`config.mk`:
```
export PLATFORM = sky130hd
export DESIGN_NAME = vga_timing_decoder
export DESIGN_NICKNAME = d
export VERILOG_FILES = /design/src/rtl/vga_timing_decoder.sv
export SDC_FILE = /design/constraint.sdc
export NUM_CORES = 1
export LEC_CHECK = 0
export ABC_CLOCK_PERIOD_IN_PS = 6900
export BUFFER_PORTS_ARGS = -buffer_cell sky130_fd_sc_hd__buf_2
export CORE_UTILIZATION = 51
export CTS_CLUSTER_DIAMETER = 30
export CTS_CLUSTER_SIZE = 10
export DETAILED_ROUTE_END_ITERATION = 7
export GPL_TIMING_DRIVEN = 0
export PLACE_DENSITY = 0.74
export SLEW_MARGIN = 20
export SYNTH_ARGS = -nofsm -noshare
export SYNTH_HDL_FRONTEND = slang
export SYNTH_SLANG_ARGS = --single-unit
```
`constraint.sdc`:
```
create_clock -name clk -period 6.9 [get_ports clk]
set_input_delay 0.345 -clock clk [delete_from_list [all_inputs] [get_ports clk]]
set_output_delay 0.345 -clock clk [all_outputs]
set_load 0.02 [all_outputs]
```
`src/rtl/vga_timing_decoder.sv`:
```
// Receive-side VGA timing recovery: rebuilds pixel position from hsync/vsync, measures periods, qualifies lock.
// Optional macro VGA_DEC_SYNC_WIDTH_CHECK_EN adds sync pulse width measurement/checking and hs_width/vs_width ports.
module vga_timing_decoder #(
  parameter int H_DISPLAY   = 640,
  parameter int H_FRONT     = 16,
  parameter int H_SYNC      = 96,
  parameter int H_BACK      = 48,
  parameter int V_DISPLAY   = 480,
  parameter int V_FRONT     = 10,
  parameter int V_SYNC      = 2,
  parameter int V_BACK      = 33,
  parameter int LOCK_FRAMES = 2,
  parameter int SYNC_POL    = 0
) (
  input  logic        clk,
  input  logic        rst,
  input  logic        hsync,
  input  logic        vsync,
  output logic [11:0] pixel_x,
  output logic [11:0] pixel_y,
  output logic        video_on,
  output logic        line_start,
  output logic        frame_start,
  output logic        locked,
  output logic [11:0] h_meas,
  output logic [11:0] v_meas,
  output logic [7:0]  err_cnt
`ifdef VGA_DEC_SYNC_WIDTH_CHECK_EN
  ,
  output logic [11:0] hs_width,
  output logic [11:0] vs_width
`endif
);

  localparam int H_TOTAL_I = H_DISPLAY + H_FRONT + H_SYNC + H_BACK;
  localparam int V_TOTAL_I = V_DISPLAY + V_FRONT + V_SYNC + V_BACK;

  localparam logic [11:0] H_TOTAL  = 12'(H_TOTAL_I);
  localparam logic [11:0] V_TOTAL  = 12'(V_TOTAL_I);
  localparam logic [11:0] H_LAST   = 12'(H_TOTAL_I - 1);
  localparam logic [11:0] V_LAST   = 12'(V_TOTAL_I - 1);
  localparam logic [11:0] HS_START = 12'(H_DISPLAY + H_FRONT);
  localparam logic [11:0] VS_START = 12'(V_DISPLAY + V_FRONT);
  localparam logic [11:0] H_MISS   = 12'(2 * H_TOTAL_I);
  localparam logic [11:0] H_DISP   = 12'(H_DISPLAY);
  localparam logic [11:0] V_DISP   = 12'(V_DISPLAY);
  localparam logic [3:0]  LOCK_N   = 4'(LOCK_FRAMES);

  localparam logic [1:0] ST_SEARCH  = 2'd0;
  localparam logic [1:0] ST_ACQUIRE = 2'd1;
  localparam logic [1:0] ST_LOCKED  = 2'd2;

  generate
    if (H_TOTAL_I >= 2048 || V_TOTAL_I >= 2048 || LOCK_FRAMES < 1 || LOCK_FRAMES > 15) begin : g_bad_cfg
      $error("vga_timing_decoder: timing sums must be < 2048 and LOCK_FRAMES in 1..15");
    end
  endgenerate

  logic        hs_act, vs_act, hs_fall, vs_fall;
  logic        line_err, frame_err, any_err;
  logic        hs_r_q, vs_r_q;
  logic [11:0] x_q, x_d, y_q, y_d;
  logic        line_start_q, line_start_d, frame_start_q, frame_start_d;
  logic [11:0] per_q, per_d, line_q, line_d;
  logic [11:0] h_meas_q, h_meas_d, v_meas_q, v_meas_d;
  logic        h_chk_q, h_chk_d, v_chk_q, v_chk_d;
  logic [1:0]  state_q, state_d;
  logic [3:0]  good_q, good_d;
  logic [7:0]  err_q, err_d;

  // Everything downstream works on active-high sync regardless of source polarity.
  assign hs_act  = (SYNC_POL != 0) ? hsync : ~hsync;
  assign vs_act  = (SYNC_POL != 0) ? vsync : ~vsync;
  assign hs_fall = hs_act & ~hs_r_q;
  assign vs_fall = vs_act & ~vs_r_q;

`ifdef VGA_DEC_SYNC_WIDTH_CHECK_EN
  localparam logic [11:0] H_SYNC_W = 12'(H_SYNC);
  localparam logic [11:0] V_SYNC_W = 12'(V_SYNC);
  logic        hs_rise, vs_rise, hw_err, vw_err;
  logic [11:0] hw_q, hw_d, vw_q, vw_d, hs_wid_q, hs_wid_d, vs_wid_q, vs_wid_d;

  assign hs_rise = hs_r_q & ~hs_act;
  assign vs_rise = vs_r_q & ~vs_act;

  always_comb begin
    hw_d     = hw_q;
    vw_d     = vw_q;
    hs_wid_d = hs_wid_q;
    vs_wid_d = vs_wid_q;
    if (hs_fall)                         hw_d = 12'd1;
    else if (hs_act && hw_q != 12'hFFF)  hw_d = hw_q + 12'd1;
    // vsync width is counted in lines, i.e. hsync starts seen while vsync is active
    if (vs_fall)                                   vw_d = hs_fall ? 12'd1 : 12'd0;
    else if (hs_fall && vs_act && vw_q != 12'hFFF) vw_d = vw_q + 12'd1;
    if (hs_rise) hs_wid_d = hw_q;
    if (vs_rise) vs_wid_d = vw_q;
    hw_err = (state_q != ST_SEARCH) && hs_rise && (hw_q != H_SYNC_W);
    vw_err = (state_q != ST_SEARCH) && vs_rise && (vw_q != V_SYNC_W);
  end

  always_ff @(posedge clk) begin
    if (rst) begin
      hw_q     <= '0;
      vw_q     <= '0;
      hs_wid_q <= '0;
      vs_wid_q <= '0;
    end else begin
      hw_q     <= hw_d;
      vw_q     <= vw_d;
      hs_wid_q <= hs_wid_d;
      vs_wid_q <= vs_wid_d;
    end
  end

  assign hs_width = hs_wid_q;
  assign vs_width = vs_wid_q;
`else
  logic hw_err, vw_err;
  assign hw_err = 1'b0;
  assign vw_err = 1'b0;
`endif

  always_comb begin
    // position counters: free-running, re-aligned by sync starts
    y_d = y_q;
    if (hs_fall) begin
      x_d = HS_START;
    end else if (x_q >= H_LAST) begin
      x_d = '0;
      y_d = (y_q >= V_LAST) ? 12'd0 : y_q + 12'd1;
    end else begin
      x_d = x_q + 12'd1;
    end
    if (vs_fall) begin
      y_d = VS_START;
      x_d = hs_fall ? HS_START : 12'd0;
    end
    line_start_d  = (x_d == 12'd0);
    frame_start_d = (x_d == 12'd0) && (y_d == 12'd0);

    per_d    = (per_q == 12'hFFF) ? per_q : per_q + 12'd1;
    line_d   = line_q;
    h_meas_d = h_meas_q;
    v_meas_d = v_meas_q;
    if (hs_fall) begin
      h_meas_d = (per_q == 12'hFFF) ? 12'hFFF : per_q + 12'd1;
      per_d    = '0;
      if (line_q != 12'hFFF) line_d = line_q + 12'd1;
    end
    if (vs_fall) begin
      v_meas_d = line_q;
      line_d   = '0;
    end

    // the first period measured after leaving SEARCH is never judged
    h_chk_d = (state_q == ST_SEARCH) ? 1'b0 : (h_chk_q | hs_fall);
    v_chk_d = (state_q == ST_SEARCH) ? 1'b0 : (v_chk_q | vs_fall);

    line_err  = (state_q != ST_SEARCH) &&
                ((hs_fall && h_chk_q && (per_q + 12'd1 != H_TOTAL)) || (per_q == H_MISS) || hw_err);
    frame_err = (state_q != ST_SEARCH) &&
                ((vs_fall && v_chk_q && (line_q != V_TOTAL)) || vw_err);
    any_err   = line_err | frame_err;

    state_d = state_q;
    good_d  = good_q;
    err_d   = err_q;
    case (state_q)
      ST_SEARCH: begin
        if (vs_fall) begin
          state_d = ST_ACQUIRE;
          good_d  = '0;
        end
      end
      ST_ACQUIRE: begin
        if (any_err) begin
          good_d = '0;
        end else if (vs_fall) begin
          good_d = good_q + 4'd1;
          if (good_q + 4'd1 >= LOCK_N) state_d = ST_LOCKED;
        end
      end
      ST_LOCKED: begin
        if (any_err) begin
          err_d   = (err_q == 8'hFF) ? err_q : err_q + 8'd1;
          good_d  = '0;
          state_d = ST_ACQUIRE;
        end
      end
      default: state_d = ST_SEARCH;
    endcase
  end

  always_ff @(posedge clk) begin
    if (rst) begin
      hs_r_q        <= 1'b0;
      vs_r_q        <= 1'b0;
      x_q           <= '0;
      y_q           <= '0;
      line_start_q  <= 1'b0;
      frame_start_q <= 1'b0;
      per_q         <= '0;
      line_q        <= '0;
      h_meas_q      <= '0;
      v_meas_q      <= '0;
      h_chk_q       <= 1'b0;
      v_chk_q       <= 1'b0;
      state_q       <= ST_SEARCH;
      good_q        <= '0;
      err_q         <= '0;
    end else begin
      hs_r_q        <= hs_act;
      vs_r_q        <= vs_act;
      x_q           <= x_d;
      y_q           <= y_d;
      line_start_q  <= line_start_d;
      frame_start_q <= frame_start_d;
      per_q         <= per_d;
      line_q        <= line_d;
      h_meas_q      <= h_meas_d;
      v_meas_q      <= v_meas_d;
      h_chk_q       <= h_chk_d;
      v_chk_q       <= v_chk_d;
      state_q       <= state_d;
      good_q        <= good_d;
      err_q         <= err_d;
    end
  end

  assign pixel_x     = x_q;
  assign pixel_y     = y_q;
  assign line_start  = line_start_q;
  assign frame_start = frame_start_q;
  assign locked      = (state_q == ST_LOCKED);
  assign video_on    = locked && (x_q < H_DISP) && (y_q < V_DISP);
  assign h_meas      = h_meas_q;
  assign v_meas      = v_meas_q;
  assign err_cnt     = err_q;

endmodule
```
; After elaboration in Yosys (flattened, before gate mapping)
; Index checks and enable logic that the tools add are counted.
[classes]
n_shift = 0
reduce_logical = 22
bitwise_logic = 10
mul = 0
mux = 20
n_eq_ne = 14
magnitude_cmp = 5
div_mod_pow = 0
n_addsub = 6
[op_table]
columns = op, n
row1 = $mux 12, 8
row2 = $add 12x1->12 const B, 4
row3 = $ge 12x10->1 const B, 2
row4 = $logic_not 12->1, 2
row5 = $ne 12x10->1 const B, 2
row6 = $mux 4, 4
row7 = $eq 12x11->1 const B, 1
row8 = $eq 12x12->1 const B, 1
row9 = $lt 12x10->1 const B, 1
row10 = $lt 12x9->1 const B, 1
row11 = $ne 12x12->1 const B, 1
row12 = $pmux 4 s3, 1
row13 = $mux 10, 1
row14 = $mux 2, 5
row15 = $logic_and 1x1->1, 9
row16 = $add 8x1->8 const B, 1
row17 = $eq 8x8->1 const B, 1
row18 = $ne 2x2->1 const B, 4
row19 = $pmux 2 s3, 1
row20 = $reduce_or 2->1, 3
row21 = $not 1->1, 5
row22 = $reduce_and 5->1, 1
row23 = $add 4x1->4 const B, 1
row24 = $ge 4x2->1 const B, 1
row25 = other kinds (13), 16
[word_totals]
input_bits = 4
regBits = 92
latch_bits = 0
rom_bits = 0
ram_bits = 0
mem_count = 0
output_inout_bits = 60

; Depth between registers and ports, before layout
[depth]
depth_word = 9
mapped_depth = 11

; Worst setup path after synthesis
; Ideal clock, no wire load.
[synth_path]
kind = register to register
start = register line_q[8]
end = register good_q[3]
path_slack_ps = 4137
n_path_buf = 1
required_time_ps = 6818
t_arrival_ps = 2680
stages_incl_launch_ff = 9
setup_time_ps = 82
cell_sequence = dfxtp_1 > or4b_1 > o311ai_1 > o41ai_1 > or4_1 > buf_2 > a2111o_1 > or3_1 > o221ai_1
[synth_via]
elab_chain_len = 6
[synth_rtl]
columns = element, line_no
row1 = "start, declared", 64  ; logic [11:0] per_q, per_d, line_q, line_d;
row2 = "start signal, assigned", 220  ; line_q <= line_d;
row3 = $ne 12x10->1 *, 163  ; ((vs_fall && v_chk_q && (line_q != V_TOTAL)) || vw_err);
row4 = $logic_and 1x1->1 *, 163
row5 = $logic_and 1x1->1 *, 162  ; frame_err = (state_q != ST_SEARCH) &&
row6 = $or 1x1->1 *, 164  ; any_err = line_err | frame_err;
row7 = $ne 3x3->1 (no line) (tied with other cells), --
row8 = $reduce_and 4->1 (no line) or $pmux 4 s3 (tied branches), --
row9 = "end signal, assigned", 226  ; good_q <= good_d;
row10 = "end, declared", 68  ; logic [3:0] good_q, good_d;
; Every way passes the cells marked *; elsewhere a longest branch is shown, timed or not.
; A chain may end at the register's enable or synchronous reset.

; Final worst setup path
; Ends and elaborated chain as after synthesis.

==> metrics.txt <==
Hold Crit Class=in -> reg; WL per Instance=14.15 um; Initial Util=52.36%; initial drt markers=171; Clk Latency, worst-skew pair=0.36 ns; Core ar.=0.008175 mm^2; share of the synthesized area in the top cell type=43.03%; stages on the worst setup path=8; CTS tree=yes; crit path DAT=3.42 ns; synth top area cells=dfxtp_1 (43%), nand2_1 (5.5%), a21oi_1 (4.8%); number of filler cells placed in the layout=788; CP Capture Type=flop; vias in the first global route=3526; largest family of logic cells by synthesized area=simple AND/OR/NAND/NOR gates; synthesized flop and latch total=92; Setup Skew=0.01128 ns; Clock transition at path regs=0.09 ns; met2 Use GR=37.93%; Rel. slew slack=54.15%; initial antenna violation count=0; clk sink count=92; DRC Markers=0; Total GRT Usage=23.28%; Site Rows=33; Die Y=93.61 um; GRT busiest layer=met2; P per Cell Area=198.0 mW/mm^2; register area=0.001842 mm^2; met1 Track Usage GR=30.13%; hold path cells=2; Worst Path Required=7.18 ns; IO Pins=64; Post-DP Area=0.004726 mm^2; Die Wd=93.61 um; Layout Cells excl Fill=707; unrepaired setup endpoints after global routing=false; Static Leak=1.980 nW; # diodes=0; post-cts hold buffer count=0; CP Launch Type=flop; Setup TNS=0 ns; Mapped Avg Cell Area=8.184 um^2; endpoints failing setup=0; Yosys warnings=0; post-synthesis xor/xnor area fraction=4.911%; minimum clock period=3.139 ns; hold_ws=0.1824 ns; flop-to-flop setup slack=3.76 ns; CP Max Fanout=6; Post-synth ARST share=0%; DRT antenna net count=0; post-synthesis mux area share=0.7308%; largest net degree at the start of global routing=16; worst vdd ir=123.7 uV; slowest stage cell, crit path=or4_1; leading area contributor after synthesis=dfxtp_1; gr ovfl total=0; Post-synth top cells=dfxtp_1 (92), nand2_1 (63), nor2_1 (54); Largest stage delay, worst path=0.55 ns; status=complete, no violations; critical path class=reg -> reg; post-CTS resize count=0; placed cell count=691; Cell Chain, Critical Path=or4b_1, o311ai_1, o41ai_1, or4_1, buf_2, a2111o_1, or3_1, o221ai_1; Area Overhead vs Synth=14.79%; prevailing post-synth register cell=dfxtp_1; met3 Use GR=4.878%; final net count=611; TritonCTS buffer count=9; period utilization=45.49%; Setup Buffers After CTS=0; design area=0.004913 mm^2; dpl hpwl=7339 um; Multi-input gate area=0.002286 mm^2; Mapped Cells=523; I/O Buffers=62; DRT Pass-1 Iters=5; sequential share of the synthesized area=43.03%; Die ar.=0.008763 mm^2; cell with the most instances after synthesis=dfxtp_1; Post-synth EDFFs=0; Synth Area in Compound Gates=18.59%; via density per instance=5.697; Top delay family on crit path=simple AND/OR/NAND/NOR gates; Longest Clk Path Bufs=2; fmax=318.6 MHz; overall routed net length=10010 um; synthesized cell area=0.004280 mm^2; Reg2Reg Depth=8; Vias=4028; share of layout cells above drive strength 1=14.62%; Worst-Margin Slew=0.6852 ns; Placer Congestion=0.8722; Final Hold Vio Count=0; global-route wire length before repair=16360 um; adder-cell share of the synthesized area=2.923%; root buf cell=clkbuf_8; max-slew violations=0; simple-gate share of the synthesized area=26.07%; Max Cap Viol=0; total number of H-tree levels=3; Distinct cells, synth=61; Buf+Inv Stages, Crit Path=1
-- state kept, by name, indices dropped and copies added (netlist names) --
| name | flops |
|---|---|
| h_meas | 12 |
| line_q | 12 |
| per_q | 12 |
| pixel_x | 12 |
| pixel_y | 12 |
| v_meas | 12 |
| err_cnt | 8 |
| good_q | 4 |
| state_q | 2 |
| frame_start | 1 |
| h_chk_q | 1 |
| hs_r_q | 1 |
| line_start | 1 |
| v_chk_q | 1 |
| vs_r_q | 1 |
-- path summary, 6_finish.rpt --
check               to       from
max reg2reg  good_q[3]  line_q[8]
min             vs_r_q      vsync
min reg2reg  v_meas[6]  v_meas[6]
max          good_q[3]  line_q[8]
-- per-stage QoR --
step / util (%) / power [mW] / worst slack, ns
2_1_floorplan: - / 0.6173 / 4.137
3_3_place_gp: 57.81 / 0.6408 / 3.834
3_5_place_dp: 57.81 / 0.6434 / 3.776
4_1_cts: 60.10 / 0.9826 / 3.743
5_1_grt: 60.10 / 1.011 / 3.530
6_report: 60.10 / 0.9727 / 3.761
-- per-layer routing --
layer	vias up	wire (um)
li1	2018	-
met1	1893	4638
met2	104	4740
met3	13	479
met4	0	148
met5	-	0
-- cell usage in the layout (no fill, tap or decap), drive strengths merged, types with 4 or more instances in the layout --
cell type,n
a21o,9
a21oi,41
a31oi,7
and2,7
and3,14
and4,4
buf,67
clkbuf,29
dfxtp,92
ha,10
inv,17
nand2,63
nand2b,4
nand3,28
nand4,11
nor2,54
nor2b,4
nor3,11
o21a,4
o21ai,27
o311ai,4
or3,10
xnor2,13
xor2,11
-- power breakdown --
group	total, mW	switching, mW	internal [mW]	leakage [nW]
clock network	0.341	0.190	0.151	0.0876
registers	0.555	0.0136	0.541	0.747
logic	0.0767	0.0522	0.0245	1.15
total	0.973	0.256	0.716	1.98
-- kinds of logic (layout without fill, tap and decap cells) --
kind of cell / after synthesis / after routing
buffers and inverters: 41 / 119
muxes: 3 / 3
other: 1 / 2
AOI/OAI and AO/OA: 125 / 125
and+or+nand+nor: 227 / 227
xor gates and xnor gates: 24 / 24
adders and majority gates: 10 / 10
DFF: 92 / 92
-- final cells by class --
| class | count | share of cell area [%] |
|---|---|---|
| Timing Repair Buffer | 62 | 6.315 |
| Tap cell | 105 | 2.674 |
| Multi-Input combinational cell | 391 | 46.52 |
| Buffer | 23 | 1.808 |
| Clock inverter | 5 | 0.7385 |
| Inverter | 18 | 1.375 |
| Clock buffer | 11 | 3.081 |
| Sequential cell | 92 | 37.48 |
(Power assumes the default switching activity.)
